**src/rtl/dcache_port_arbiter.sv**
```systemverilog
// ---------------------------------------------------------------------------
// DcachePortArbiter (module dcache_port_arbiter)
//
// Purpose:
//   Shares the single dcache request port between NUM_LD load units and the
//   committed-store path. Stores normally win, loads are served round-robin,
//   and a streak counter caps how many stores in a row may be granted while
//   a load is waiting. Only one dcache access is outstanding at a time; the
//   response is routed back to whichever requester was granted.
//
// Ports:
//   clock              rising-edge system clock
//   reset              asynchronous, active-low reset (0 = in reset)
//   ld_req             per-load request, held until that unit sees ld_valid
//   ld_addr            per-load byte address, slice i = [i*XLEN +: XLEN]
//   st_req             store request, held until st_ack
//   st_addr            store byte address
//   st_data            store word
//   st_size            store size (0=BYTE, 1=HALF, 2=WORD)
//   squash             pipeline flush, kills an in-flight load
//   Dcache_data_out    dcache response doubleword
//   Dcache_valid_out   dcache access complete (load or store)
//   arb2Dcache_command 0=NONE, 1=LOAD, 2=STORE
//   arb2Dcache_addr    access address
//   arb2Dcache_data    store doubleword (word placed by address bit 2)
//   arb2Dcache_size    access size
//   ld_data            Dcache_data_out passed straight through to all loads
//   ld_valid           one-hot completion pulse for the granted load
//   st_ack             completion pulse for the store
//   busy               high whenever an access is in progress
// ---------------------------------------------------------------------------
module dcache_port_arbiter #(
    parameter int NUM_LD       = 2,
    parameter int XLEN         = 32,
    parameter int STARVE_LIMIT = 4
) (
    input  logic                   clock,
    input  logic                   reset,
    input  logic [NUM_LD-1:0]      ld_req,
    input  logic [NUM_LD*XLEN-1:0] ld_addr,
    input  logic                   st_req,
    input  logic [XLEN-1:0]        st_addr,
    input  logic [XLEN-1:0]        st_data,
    input  logic [1:0]             st_size,
    input  logic                   squash,
    input  logic [63:0]            Dcache_data_out,
    input  logic                   Dcache_valid_out,
    output logic [1:0]             arb2Dcache_command,
    output logic [XLEN-1:0]        arb2Dcache_addr,
    output logic [63:0]            arb2Dcache_data,
    output logic [1:0]             arb2Dcache_size,
    output logic [63:0]            ld_data,
    output logic [NUM_LD-1:0]      ld_valid,
    output logic                   st_ack,
    output logic                   busy
);

    localparam int IDXW = (NUM_LD > 1) ? $clog2(NUM_LD) : 1;
    localparam int SW   = $clog2(STARVE_LIMIT + 1);
    localparam logic [SW-1:0] LIMIT = SW'(STARVE_LIMIT);

    localparam logic [1:0] CMD_NONE  = 2'd0;
    localparam logic [1:0] CMD_LOAD  = 2'd1;
    localparam logic [1:0] CMD_STORE = 2'd2;
    localparam logic [1:0] SIZE_WORD = 2'd2;

    typedef enum logic [1:0] {
        IDLE    = 2'd0,
        LD_WAIT = 2'd1,
        ST_WAIT = 2'd2,
        DRAIN   = 2'd3
    } state_t;

    state_t            r_state;
    state_t            w_next;
    logic [IDXW-1:0]   r_rr_ptr;
    logic [IDXW-1:0]   r_grant;
    logic [SW-1:0]     r_st_streak;
    logic [XLEN-1:0]   r_addr;
    logic [63:0]       r_data;
    logic [1:0]        r_size;

    logic [NUM_LD-1:0] w_ld_eff;
    logic              w_any_ld;
    logic              w_st_win;
    logic              w_ld_found;
    logic [IDXW-1:0]   w_ld_idx;
    logic [IDXW-1:0]   w_cand;
    logic [XLEN-1:0]   w_ld_addr;
    logic [63:0]       w_st_word;
    logic [63:0]       w_st_pos;
    logic [1:0]        w_command;
    logic [NUM_LD-1:0] w_ld_valid;
    logic              w_st_ack;

    // Winner selection while idle. A squash hides every load request for
    // that cycle, so it also cannot trigger the starvation override. The
    // round-robin scan wraps by truncation because NUM_LD is a power of two.
    always_comb begin
        w_ld_eff   = squash ? '0 : ld_req;
        w_any_ld   = |w_ld_eff;
        w_st_win   = st_req && !((r_st_streak == LIMIT) && w_any_ld);
        w_ld_found = 1'b0;
        w_ld_idx   = '0;
        w_cand     = '0;
        for (int k = 0; k < NUM_LD; k++) begin
            w_cand = r_rr_ptr + IDXW'(k);
            if (!w_ld_found && w_ld_eff[w_cand]) begin
                w_ld_found = 1'b1;
                w_ld_idx   = w_cand;
            end
        end
        w_ld_addr = '0;
        for (int j = 0; j < NUM_LD; j++) begin
            if (IDXW'(j) == w_ld_idx) begin
                w_ld_addr = ld_addr[j*XLEN +: XLEN];
            end
        end
        w_st_word = 64'(st_data);
        w_st_pos  = st_addr[2] ? (w_st_word << 32) : w_st_word;
    end

    // State register.
    always_ff @(posedge clock or negedge reset) begin
        if (!reset) begin
            r_state <= IDLE;
        end else begin
            r_state <= w_next;
        end
    end

    // Next state and response pulses. A squash that coincides with the
    // response drops the data and returns straight to IDLE; a squash before
    // the response parks in DRAIN, still presenting LOAD so the dcache can
    // finish the access it already accepted.
    always_comb begin
        w_next     = r_state;
        w_command  = CMD_NONE;
        w_ld_valid = '0;
        w_st_ack   = 1'b0;
        case (r_state)
            IDLE: begin
                if (w_st_win) begin
                    w_next = ST_WAIT;
                end else if (w_ld_found) begin
                    w_next = LD_WAIT;
                end
            end
            LD_WAIT: begin
                w_command = CMD_LOAD;
                if (squash) begin
                    w_next = Dcache_valid_out ? IDLE : DRAIN;
                end else if (Dcache_valid_out) begin
                    w_ld_valid[r_grant] = 1'b1;
                    w_next              = IDLE;
                end
            end
            ST_WAIT: begin
                w_command = CMD_STORE;
                if (Dcache_valid_out) begin
                    w_st_ack = 1'b1;
                    w_next   = IDLE;
                end
            end
            DRAIN: begin
                w_command = CMD_LOAD;
                if (Dcache_valid_out) begin
                    w_next = IDLE;
                end
            end
            default: w_next = IDLE;
        endcase
    end

    // Grant bookkeeping and the access registers. These only change when a
    // grant is taken, so addr/data/size hold their last values while idle.
    // The store streak only counts stores that overtook a waiting load.
    always_ff @(posedge clock or negedge reset) begin
        if (!reset) begin
            r_rr_ptr    <= '0;
            r_grant     <= '0;
            r_st_streak <= '0;
            r_addr      <= '0;
            r_data      <= '0;
            r_size      <= '0;
        end else if (r_state == IDLE) begin
            if (w_st_win) begin
                r_addr <= st_addr;
                r_data <= w_st_pos;
                r_size <= st_size;
                if (w_any_ld) begin
                    r_st_streak <= (r_st_streak == LIMIT) ? LIMIT : r_st_streak + SW'(1);
                end else begin
                    r_st_streak <= '0;
                end
            end else if (w_ld_found) begin
                r_grant     <= w_ld_idx;
                r_addr      <= w_ld_addr;
                r_size      <= SIZE_WORD;
                r_rr_ptr    <= w_ld_idx + IDXW'(1);
                r_st_streak <= '0;
            end
        end
    end

    assign arb2Dcache_command = w_command;
    assign arb2Dcache_addr    = r_addr;
    assign arb2Dcache_data    = r_data;
    assign arb2Dcache_size    = r_size;
    assign ld_data            = Dcache_data_out;
    assign ld_valid           = w_ld_valid;
    assign st_ack             = w_st_ack;
    assign busy               = (r_state != IDLE);

endmodule

```
**config.mk**
```make
export PLATFORM = sky130hd
export DESIGN_NAME = dcache_port_arbiter
export DESIGN_NICKNAME = d
export VERILOG_FILES = /design/src/rtl/dcache_port_arbiter.sv
export SDC_FILE = /design/constraint.sdc
export NUM_CORES = 1
export LEC_CHECK = 0
export ABC_AREA = 0
export ABC_CLOCK_PERIOD_IN_PS = 3580
export CAP_MARGIN = 10
export CELL_PAD_IN_SITES_DETAIL_PLACEMENT = 1
export CELL_PAD_IN_SITES_GLOBAL_PLACEMENT = 2
export CORE_ASPECT_RATIO = 0.7
export CORE_UTILIZATION = 21
export CTS_BUF_LIST = sky130_fd_sc_hd__clkbuf_4
export CTS_CLUSTER_SIZE = 8
export DETAILED_ROUTE_END_ITERATION = 10
export PLACE_DENSITY_LB_ADDON = 0.1
export SLEW_MARGIN = 20
export SYNTH_ARGS = -nofsm -noshare
export SYNTH_HDL_FRONTEND = slang
export SYNTH_SLANG_ARGS = --single-unit
```
**constraint.sdc**
```tcl
create_clock -name clock -period 3.58 [get_ports clock]
set_input_delay 0.716 -clock clock [delete_from_list [all_inputs] [get_ports clock]]
set_output_delay 0.716 -clock clock [all_outputs]
set_load 0.03 [all_outputs]
```
After elaboration in Yosys (flattened, before gate mapping) --
Index checks and enable logic that the tools add are counted.
Word-level totals: register bits 105, output and inout bits 168, input port bits 201, word-level logic and storage cells 68
Cells by class: reduce and logical (&&, ||, !) cells 15, $add $sub $neg 3, equality and inequality tests 5, muxes and demuxes 33, $lt $le $gt $ge 4, bitwise gates (word level) 1
Operators with widths (count):
- 32-bit two-way mux | 3
- 64-bit two-way mux | 1
- 2-bit two-way mux | 11
- 3-bit two-way mux | 4
- 1-bit two-way mux | 11
- 1-bit by 2-bit < comparator with 1-bit output (second input constant) | 3
- 2-bit one-hot mux with 3 select lines | 1
- 2-bit OR reduction | 3
- 2-bit == test (second input constant) | 2
- 1-bit logical AND | 4
- 2-bit one-hot mux with 2 select lines | 1
- 2-bit AND reduction | 2
- 2-bit nonzero test | 2
- 3-bit by 1-bit adder with 3-bit output (second input constant) | 1
- 3-bit == test (second input constant) | 1
- 3-bit != test (second input constant) | 1
- 3-bit AND reduction | 1
- 1-bit adder (second input constant) | 2
- 2-bit by 1-bit == test with 1-bit output (second input constant) | 1
- 1-bit logical NOT | 2
- 2-bit logical NOT | 1
- 1-bit demux with 1-bit select | 1
- 1-bit greater-or-equal comparator (second input constant) | 1
- 1-bit NOT | 1

Depth between registers and ports, before layout --
depth in word-level cells 10, mapped depth 8, depth with buffers taken out 6

Worst setup path before layout --
OpenSTA, ideal clock, no wires.
path type input-to-output, from input port Dcache_valid_out, to output port ld_valid[1], buffers on the path 0, arrival 1.840 ns, required time 2.864 ns, setup slack 1.024 ns, stages on the path 2, path through nand2_1 -> nor4b_1
On the way: word-level cells in the longest chain between the ends 3
Ends and longest elaborated chain:
- from (decl) | RTL line 47 | input logic Dcache_valid_out,
- 2-bit two-way mux | RTL line 153 | end else if (Dcache_valid_out) begin
- 2-bit two-way mux | RTL line 151 | if (squash) begin
- 2-bit two-way mux | RTL line 141 | case (r_state)
- to (decl) | RTL line 53 | output logic [NUM_LD-1:0] ld_valid,
No other way between the ends.

Worst setup path in the final report --
Same ends and word-level chain as after synthesis.

==> metrics.yaml <==
job:
  drv_cap: 0
clock_tree:
  cts.repair_timing.setup_buffer_count: 0
  ctsResizeCount: 0
  hold_buffers: 0
  cts_buffers: 9
  clk_latency_ps: 490
  cts_root_buf: "clkbuf_4"
  cts_sinks: 105
  clk_pin_slew_ps: 160
  clock_path_buffers: 2
  tritoncts: "built"
  htreeDepth: 3
sta:
  rsz0062_at_grt: "no"
  worst_pin_slew_ps: 689
  fin_crit_ps: 3060
  hold_viol_final: 0
  fin_crit_sh: 0.854
  hold_slack_ps: 224
  slew_headroom: 0.538
  setup_viol: 0
  max_freq_mhz: 327
  report.final.slew_viol_count: 0
  fin_skew_ps: 16.4
  tns_ps: 0
worst_setup_path:
  crit_start: "Dcache_valid_out"
  r2r_start: "r_st_streak[0]"
  worst-path-max-fanout: 4
  required_ps: 2860
  start_kind: "primary input"
  worstSetupPathType: "in -> out"
  end_kind: "output port"
  worst_ep_arrival_time_ps: 2340
outcome:
  outcome: "completed"
logic_synthesis:
  avgSynthCellArea_um2: 9.04
  synth_top_cell_by_area: "dfrtp_1"
  synth_area_leaders: "dfrtp_1 (48%), buf_4 (10%), o21ai_0 (9.1%), nand2_1 (8.9%), o21a_1 (4.5%)"
  synth_seq_cells: 105
  syn_inst: 605
  synth_top_area_share: 0.481
  syn_area_mm2: 0.00547
  ys_seq_area_frac: 0.481
  yosys_warnings: 0
  yosys_most_used_dff: "dfrtp_1"
  ys_types: 36
  synth_edf_count: 0
  async_reset_ff_frac: 1.00
  syn_nets: 808
placed_design:
  gp_congestion: 0.756
  place_hpwl_mm: 14.7
  io_buffers: 240
  placed_cells: 1077
global_routing:
  antenna_found_initial: 2
  overflow: 0
  grt_pass1_wl_mm: 31.0
  grt_pass1_vias: 5259
  track_usage: 0.152
  grt_max_degree: 66
power:
  leakage_nw: 3.13
  power.total_mw: 6.29
  peakVddDrop_v: 0.000267
  power_density_mw_per_mm2: 801
die:
  initial_core_util: 0.218
  dieHeight_um: 137
  dieArea_mm2: 0.0267
  coreArea_mm2: 0.0251
  std_cell_rows: 48
  die_w_um: 195
  pin_count: 369
finish:
  syn_to_final_growth_pct: 43.7
  layout_commonest_cell: "clkdlybuf4s50_1"
  final_cell_mix: "clkdlybuf4s50_1 (238), nand2_1 (130), dfrtp_1 (105), o21ai_0 (99), nand2b_1 (34)"
  fin_cells: 1092
  drive_above_1_share: 0.0574
  nets: 966
  utilization: 0.313
drt:
  viasPerCell: 4.39
  firstDrtPassIters: 4
  via_count: 4798
  drtIter0Drc: 171
  wl_per_cell_um: 18.3
  routed_wl_mm: 20.0
  drtAntennaViolNets: 0
  drc_errors: 0
min_path:
  hold_path_class: "in -> async"
==> through the flow <==
stage | worst slack [ps] | area (um2)
after floorplan | 1020 | 5470
after global placement | 486 | 7720
after detailed placement | 505 | 7720
after CTS | 483 | 7850
after global routing | 366 | 7860
final | 523 | 7860
==> state kept, by name, summed over array words and instances (netlist names) <==
| register | count |
|---|---|
| arb2Dcache_size | 2 |
| arb2Dcache_data | 64 |
| r_grant | 1 |
| arb2Dcache_addr | 32 |
| r_st_streak | 3 |
| r_state | 2 |
| r_rr_ptr | 1 |
==> report_power, final <==
part	total (mW)	switching, mW	internal (mW)
Combinational	3.60	2.16	1.44
Clock	0.642	0.424	0.218
Sequential	2.05	0.313	1.73
==> cells in the mapped netlist, drive strengths merged (2+ instances only) <==
master / count
nor3: 2
nand2b: 34
a21oi: 3
buf: 94
mux2: 2
o21a: 34
inv: 3
clkbuf: 15
ha: 2
nand2: 130
nor2b: 2
a211oi: 32
nor2: 3
o21ai: 131
dfrtp: 105
a22o: 3
==> worst max-delay path, cell delays in order <==
cell             delay, ps
clkdlybuf4s50_1        500
nand2_1                 80
nor4b_1                310
clkdlybuf4s50_1        730
==> layout make-up <==
type | instances | area, um2
fillers | 2878 | 17200
flip-flops and latches | 105 | 2630
repair buffers | 256 | 2570
multi-input cells | 388 | 2110
well taps | 325 | 407
clock buffers | 10 | 75.1
clock inverters | 4 | 55.1
inverters | 3 | 11.3
diodes | 1 | 2.50
==> path summary, 6_finish.rpt <==
path	endpoint	slack, ps	cells after the start
setup / recovery	ld_valid[1]	520	4
hold / removal	r_st_streak[0]	220	1
setup reg to reg	arb2Dcache_data[59]	1650	7
hold reg to reg	arb2Dcache_data[42]	500	2
max in group asynchronous	arb2Dcache_addr[19]	2410	2
min in group clock	arb2Dcache_data[42]	500	2
==> cells by family (layout without fill, tap and decap cells) <==
group	count (synthesis)	in the layout	share of synthesized area
compound gates	209	209	0.233
fa+ha+maj	2	2	0.00458
buf+inv	112	273	0.136
flops	105	105	0.481
mux	2	2	0.00412
other cells	0	1	0
simple gates	175	175	0.142
==> metal layers <==
layer	vias to the layer above	global-route usage	share of wire
met5	-	0	0.00065
met4	2	0.0529	0.023
met3	48	0.0535	0.068
met2	154	0.243	0.45
met1	2301	0.191	0.45
li1	2293	-	-
Note: power is estimated with default switching activity, not from simulation.
